--- src/rtl/gbc_mem_pkg.sv ---
// Shared memory-subsystem definitions: requester-ID encoding, address/data
// widths and the default starvation limit used by the BRAM arbiter.
package gbc_mem_pkg;

  typedef enum logic {
    REQ_CPU = 1'b0,
    REQ_DMA = 1'b1
  } req_id_e;

  localparam int ADDR_W         = 16;
  localparam int DATA_W         = 8;
  localparam int STARVE_MAX_DEF = 4;

endpackage

--- src/rtl/bram_arb_pick.sv ---
// Winner selection for the two-requester BRAM arbiter.
// Ports:
//   clk, rst_n         : clock, asynchronous active-low reset
//   cpu_req, dma_req   : level requests
//   cpu_win, dma_win   : combinational winner (at most one high)
// Build option: BRAM_ARB_RR_EN selects round-robin tie-breaking with a
// 1-bit last-winner pointer; otherwise fixed CPU priority with a DMA
// starvation counter.
module bram_arb_pick
  import gbc_mem_pkg::*;
#(
  parameter int P_STARVE_MAX = STARVE_MAX_DEF
) (
  input  logic clk,
  input  logic rst_n,
  input  logic cpu_req,
  input  logic dma_req,
  output logic cpu_win,
  output logic dma_win
);

`ifdef BRAM_ARB_RR_EN

  req_id_e last_q, last_d;

  always_comb begin
    last_d  = last_q;
    cpu_win = 1'b0;
    dma_win = 1'b0;
    if (cpu_req && dma_req) begin
      // The requester that did not win last time takes the tie.
      if (last_q == REQ_DMA) cpu_win = 1'b1;
      else                   dma_win = 1'b1;
    end else begin
      cpu_win = cpu_req;
      dma_win = dma_req;
    end
    if (cpu_win)      last_d = REQ_CPU;
    else if (dma_win) last_d = REQ_DMA;
  end

  // Reset to DMA so the CPU wins the first tie.
  always_ff @(posedge clk or negedge rst_n) begin
    if (!rst_n) last_q <= REQ_DMA;
    else        last_q <= last_d;
  end

`else

  localparam int CNT_W = $clog2(P_STARVE_MAX + 1);

  logic [CNT_W-1:0] cnt_q, cnt_d;
  logic             starved;

  // Counter never passes P_STARVE_MAX: reaching it forces the next DMA win.
  assign starved = (cnt_q == CNT_W'(P_STARVE_MAX));

  always_comb begin
    cnt_d   = cnt_q;
    dma_win = dma_req && (!cpu_req || starved);
    cpu_win = cpu_req && !dma_win;
    if (!dma_req || dma_win) cnt_d = '0;
    else                     cnt_d = cnt_q + CNT_W'(1);
  end

  always_ff @(posedge clk or negedge rst_n) begin
    if (!rst_n) cnt_q <= '0;
    else        cnt_q <= cnt_d;
  end

`endif

endmodule

--- src/rtl/bram_arbiter.sv ---
// Two-requester (CPU, DMA) arbiter for a single-port BRAM with one-cycle
// read latency. Grant in cycle N, BRAM access in N+1, read data returned to
// the requester in N+2.
// Ports:
//   I_CLK, I_RESET_L                  : clock, async active-low reset
//   I_{CPU,DMA}_REQ/_WE/_ADDR/_WDATA  : requester inputs
//   O_{CPU,DMA}_GNT                   : one-cycle acceptance pulse
//   O_{CPU,DMA}_RVALID/_RDATA         : read return
//   O_BRAM_EN/_WE/_ADDR/_DIN, I_BRAM_DOUT : BRAM port
// Build option: BRAM_ARB_RR_EN (round-robin ties; default fixed CPU priority
// with DMA starvation counter), implemented in bram_arb_pick.
module bram_arbiter
  import gbc_mem_pkg::*;
#(
  parameter logic [ADDR_W-1:0] P_OFFSET_MASK = 16'h00FF,
  parameter int                P_STARVE_MAX  = STARVE_MAX_DEF
) (
  input  logic              I_CLK,
  input  logic              I_RESET_L,
  input  logic              I_CPU_REQ,
  input  logic              I_DMA_REQ,
  input  logic              I_CPU_WE,
  input  logic              I_DMA_WE,
  input  logic [ADDR_W-1:0] I_CPU_ADDR,
  input  logic [ADDR_W-1:0] I_DMA_ADDR,
  input  logic [DATA_W-1:0] I_CPU_WDATA,
  input  logic [DATA_W-1:0] I_DMA_WDATA,
  output logic              O_CPU_GNT,
  output logic              O_DMA_GNT,
  output logic              O_CPU_RVALID,
  output logic              O_DMA_RVALID,
  output logic [DATA_W-1:0] O_CPU_RDATA,
  output logic [DATA_W-1:0] O_DMA_RDATA,
  output logic              O_BRAM_EN,
  output logic              O_BRAM_WE,
  output logic [ADDR_W-1:0] O_BRAM_ADDR,
  output logic [DATA_W-1:0] O_BRAM_DIN,
  input  logic [DATA_W-1:0] I_BRAM_DOUT
);

  logic cpu_win, dma_win;

  bram_arb_pick #(.P_STARVE_MAX(P_STARVE_MAX)) u_pick (
    .clk     (I_CLK),
    .rst_n   (I_RESET_L),
    .cpu_req (I_CPU_REQ),
    .dma_req (I_DMA_REQ),
    .cpu_win (cpu_win),
    .dma_win (dma_win)
  );

  // Grants are combinational; gate them so nothing is accepted during reset.
  assign O_CPU_GNT = cpu_win & I_RESET_L;
  assign O_DMA_GNT = dma_win & I_RESET_L;

  logic              en_q, en_d, we_q, we_d;
  logic [ADDR_W-1:0] addr_q, addr_d;
  logic [DATA_W-1:0] din_q, din_d;
  // Stage-1 tag: a read is being accessed in the BRAM this cycle.
  logic              tag_vld_q, tag_vld_d;
  req_id_e           tag_id_q, tag_id_d;
  // Stage-2: registered read return.
  logic              cpu_rv_q, cpu_rv_d, dma_rv_q, dma_rv_d;
  logic [DATA_W-1:0] cpu_rd_q, cpu_rd_d, dma_rd_q, dma_rd_d;

  always_comb begin
    en_d      = 1'b0;
    we_d      = 1'b0;
    addr_d    = addr_q;
    din_d     = din_q;
    tag_vld_d = 1'b0;
    tag_id_d  = tag_id_q;
    if (O_CPU_GNT) begin
      en_d      = 1'b1;
      we_d      = I_CPU_WE;
      addr_d    = I_CPU_ADDR & P_OFFSET_MASK;
      din_d     = I_CPU_WDATA;
      tag_vld_d = ~I_CPU_WE;
      tag_id_d  = REQ_CPU;
    end else if (O_DMA_GNT) begin
      en_d      = 1'b1;
      we_d      = I_DMA_WE;
      addr_d    = I_DMA_ADDR & P_OFFSET_MASK;
      din_d     = I_DMA_WDATA;
      tag_vld_d = ~I_DMA_WE;
      tag_id_d  = REQ_DMA;
    end

    cpu_rv_d = tag_vld_q && (tag_id_q == REQ_CPU);
    dma_rv_d = tag_vld_q && (tag_id_q == REQ_DMA);
    cpu_rd_d = cpu_rv_d ? I_BRAM_DOUT : cpu_rd_q;
    dma_rd_d = dma_rv_d ? I_BRAM_DOUT : dma_rd_q;
  end

  always_ff @(posedge I_CLK or negedge I_RESET_L) begin
    if (!I_RESET_L) begin
      en_q      <= 1'b0;
      we_q      <= 1'b0;
      addr_q    <= '0;
      din_q     <= '0;
      tag_vld_q <= 1'b0;
      tag_id_q  <= REQ_CPU;
      cpu_rv_q  <= 1'b0;
      dma_rv_q  <= 1'b0;
      cpu_rd_q  <= '0;
      dma_rd_q  <= '0;
    end else begin
      en_q      <= en_d;
      we_q      <= we_d;
      addr_q    <= addr_d;
      din_q     <= din_d;
      tag_vld_q <= tag_vld_d;
      tag_id_q  <= tag_id_d;
      cpu_rv_q  <= cpu_rv_d;
      dma_rv_q  <= dma_rv_d;
      cpu_rd_q  <= cpu_rd_d;
      dma_rd_q  <= dma_rd_d;
    end
  end

  assign O_BRAM_EN    = en_q;
  assign O_BRAM_WE    = we_q;
  assign O_BRAM_ADDR  = addr_q;
  assign O_BRAM_DIN   = din_q;
  assign O_CPU_RVALID = cpu_rv_q;
  assign O_DMA_RVALID = dma_rv_q;
  assign O_CPU_RDATA  = cpu_rd_q;
  assign O_DMA_RDATA  = dma_rd_q;

endmodule

--- config.mk ---
export PLATFORM = sky130hd
export DESIGN_NAME = bram_arbiter
export DESIGN_NICKNAME = d
export VERILOG_FILES = /design/src/rtl/gbc_mem_pkg.sv /design/src/rtl/bram_arb_pick.sv /design/src/rtl/bram_arbiter.sv
export SDC_FILE = /design/constraint.sdc
export NUM_CORES = 1
export LEC_CHECK = 0
export BUFFER_PORTS_ARGS = -buffer_cell sky130_fd_sc_hd__buf_2
export CORE_MARGIN = 5
export CORE_UTILIZATION = 37
export CTS_CLUSTER_SIZE = 10
export DETAILED_ROUTE_END_ITERATION = 7
export PLACE_DENSITY = 0.73
export SYNTH_ARGS = -nofsm -noshare
export SYNTH_HDL_FRONTEND = slang
export SYNTH_SLANG_ARGS = --single-unit
--- constraint.sdc ---
create_clock -name I_CLK -period 3.8 [get_ports I_CLK]
set_input_delay 0.38 -clock I_CLK [delete_from_list [all_inputs] [get_ports I_CLK]]
set_output_delay 0.38 -clock I_CLK [all_outputs]
set_load 0.01 [all_outputs]
==> results.json <==
{
  "status": "finished clean",
  "hold_viol_final": 0,
  "leakagePower_nw": 1.15,
  "worst_path_max_delay_cell": "and3_1",
  "fin_crit_sh": 0.567,
  "yosysWarnings": 0,
  "clockRootBuffer": "clkbuf_8",
  "max_stage_delay_ps": 550,
  "p_per_area_nw_per_um2": 476,
  "antenna_found_initial": 0,
  "vias": 1534,
  "peakVddDrop_mv": 0.185,
  "crit_cells": 5,
  "grt_usage": 0.136,
  "clock_path_buffers": 2,
  "nFillCells": 477,
  "start_util": 0.383,
  "setup_tns_ps": 0,
  "slew_violations": 0,
  "ios": 108,
  "crit_fanout": 18,
  "globalplace.congestion": 0.801,
  "maxCapViolCount": 0,
  "worst_hold_path_type": "in2async",
  "drive_gt1_frac": 0.435,
  "dp_slack_ps": 1750,
  "seq_power_share": 0.503,
  "h-tree-depth": 2,
  "worstMarginPinSlew_ps": 810,
  "syn_avg_cell_area_um2": 10.9,
  "reg2reg_setup_slack_ps": 2100,
  "cp.required_ps": 3420,
  "die_h_um": 80.1,
  "final_core_utilization": 0.487,
  "drt-vias-per-instance": 4.87,
  "fin_nets": 312,
  "postCtsHoldBufs": 0,
  "criticalPathCategory": "reg2out",
  "fin_crit_ps": 2160,
  "ys_ff_latch": 41,
  "setup_violations": 0,
  "ant_nets": 0,
  "setup_ws_ps": 1640,
  "wl_per_cell_um": 14.1,
  "cts_setup_buffers": 0,
  "overflow": 0,
  "coreArea_um2": 4750,
  "rows": 25,
  "timing.rr.end": "O_BRAM_DIN[2]",
  "antenna_cells": 0,
  "worstPathBufferInverterCount": 2,
  "end_kind": "output port",
  "timing.rr.start": "u_pick.cnt_q[0]",
  "syn_area_um2": 1820,
  "ys_seq_area_frac": 0.564,
  "syn2layout_area_growth_pct": 27.2,
  "cts_resized": 0,
  "p_switching_mw": 0.311,
  "p_int_mw": 0.792,
  "fmax_ghz": 0.464,
  "path_cells": "inv_1, ha_1, and3_1, nor2_1, buf_2",
  "grt_pass1_vias": 1407,
  "io_buffers": 83,
  "grt_max_degree": 45,
  "fin_worst_skew_ps": 4.85,
  "cts.sink_count": 41,
  "fin_hold_ws_ps": 200,
  "swShare": 0.282,
  "first_iter_violations": 73,
  "grt_pass1_wl_um": 6780,
  "numCtsBuffers": 5,
  "insertion_delay_ps": 280,
  "firstDrtPassIters": 4,
  "wirelength_um": 4450,
  "rsz0062_at_grt": "no",
  "worstPathArrival_ps": 1780,
  "reg2reg_depth": 5,
  "crit_family": "simple AND/OR/NAND/NOR gates",
  "pwr-share-clk": 0.251,
  "p_comb_frac": 0.246,
  "relSlewSlack": 0.459,
  "synthCells": 167,
  "drc": 0,
  "total_power_mw": 1.10,
  "die_x_um": 80.1,
  "cts_tree": "yes",
  "hpwl_um": 3270,
  "dieArea_um2": 6420,
  "clk_pin_slew_ps": 70,
  "ys_types": 27,
  "start_kind": "register"
}
==> per-stage QoR <==
stage / std cells / cell area (µm²)
after global placement: 308 / 2230
after CTS: 315 / 2320
after global routing: 315 / 2320
after floorplan: 174 / 1850
after detailed placement: 308 / 2230
final: 315 / 2320
==> worst max path at each step <==
stage / from / endpoint / slack (ps)
detailed placement: I_RESET_L / O_BRAM_ADDR[6] / 1750
finish: u_pick.cnt_q[0] / O_CPU_GNT / 1640
global route: u_pick.cnt_q[0] / O_CPU_GNT / 1500
floorplan: u_pick.cnt_q[0] / O_CPU_GNT / 2320
CTS: u_pick.cnt_q[0] / O_CPU_GNT / 1650
global placement: I_RESET_L / O_BRAM_ADDR[5] / 1790
==> final cells by class <==
cell class | count | area, µm² | share of cell area
Sequential cell | 41 | 1030 | 0.443
Multi-Input combinational cell | 111 | 678 | 0.293
Timing Repair Buffer | 84 | 423 | 0.183
Clock buffer | 7 | 86.3 | 0.0373
Tap cell | 67 | 83.8 | 0.0362
Inverter | 5 | 18.8 | 0.00810
==> power groups by stage <==
stage | registers [mW] | logic (mW) | clock network (mW)
3_5_place_dp | 0.563 | 0.277 | 0
4_1_cts | 0.555 | 0.277 | 0.290
5_1_grt | 0.565 | 0.299 | 0.306
3_3_place_gp | 0.558 | 0.272 | 0
6_report | 0.555 | 0.271 | 0.277
2_1_floorplan | 0.601 | 0.109 | 0
==> cells in the mapped netlist, drive strengths merged <==
cell     n  share of area
a22o     1         0.0048
inv      5          0.010
a31oi   16          0.055
and3     1         0.0034
clkbuf   1         0.0041
buf     16          0.064
dfrtp   41           0.56
o21ai   17          0.049
mux2i    1         0.0055
nand2    5          0.010
nor2b    1         0.0034
conb     1         0.0021
a21oi   17          0.047
ha       2          0.014
nor3     1         0.0027
nor2    19          0.039
and2     1         0.0034
and4     1         0.0048
mux2    16          0.099
a21o     2         0.0082
nand3    1         0.0027
nor3b    1         0.0041
==> routing by layer <==
metal,wire (µm),track usage
met4,22,0.0304
met5,0,0
met1,1960,0.184
met3,401,0.0381
met2,2060,0.216
==> cell usage in the layout (no fill, tap or decap), drive strengths merged <==
| cell | n |
|---|---|
| inv | 5 |
| and4 | 1 |
| nand2 | 5 |
| a21o | 2 |
| nor3b | 1 |
| mux2 | 16 |
| a31oi | 16 |
| nor2 | 19 |
| nor3 | 1 |
| a22o | 1 |
| mux2i | 1 |
| and2 | 1 |
| dfrtp | 41 |
| o21ai | 17 |
| nor2b | 1 |
| and3 | 1 |
| a21oi | 17 |
| buf | 84 |
| nand3 | 1 |
| clkbuf | 7 |
| ha | 2 |
| conb | 8 |
==> registers in the layout, summed over array words and instances, names as in the netlist, 3 cells and up <==
name / cells
O_BRAM_ADDR: 8
O_BRAM_DIN: 8
u_pick.cnt_q: 3
O_CPU_RDATA: 8
O_DMA_RDATA: 8
==> logic make-up (layout without fill, tap and decap cells) <==
family          after synthesis  in the layout  synth area share
fa+ha+maj                     2              2            0.0137
compound gates               53             53             0.164
other cells                   1              8           0.00206
simple gates                 31             31            0.0742
mux                          17             17             0.104
buf+inv                      22             96            0.0783
flops                        41             41             0.564
Power figures use the tool's default switching activity.
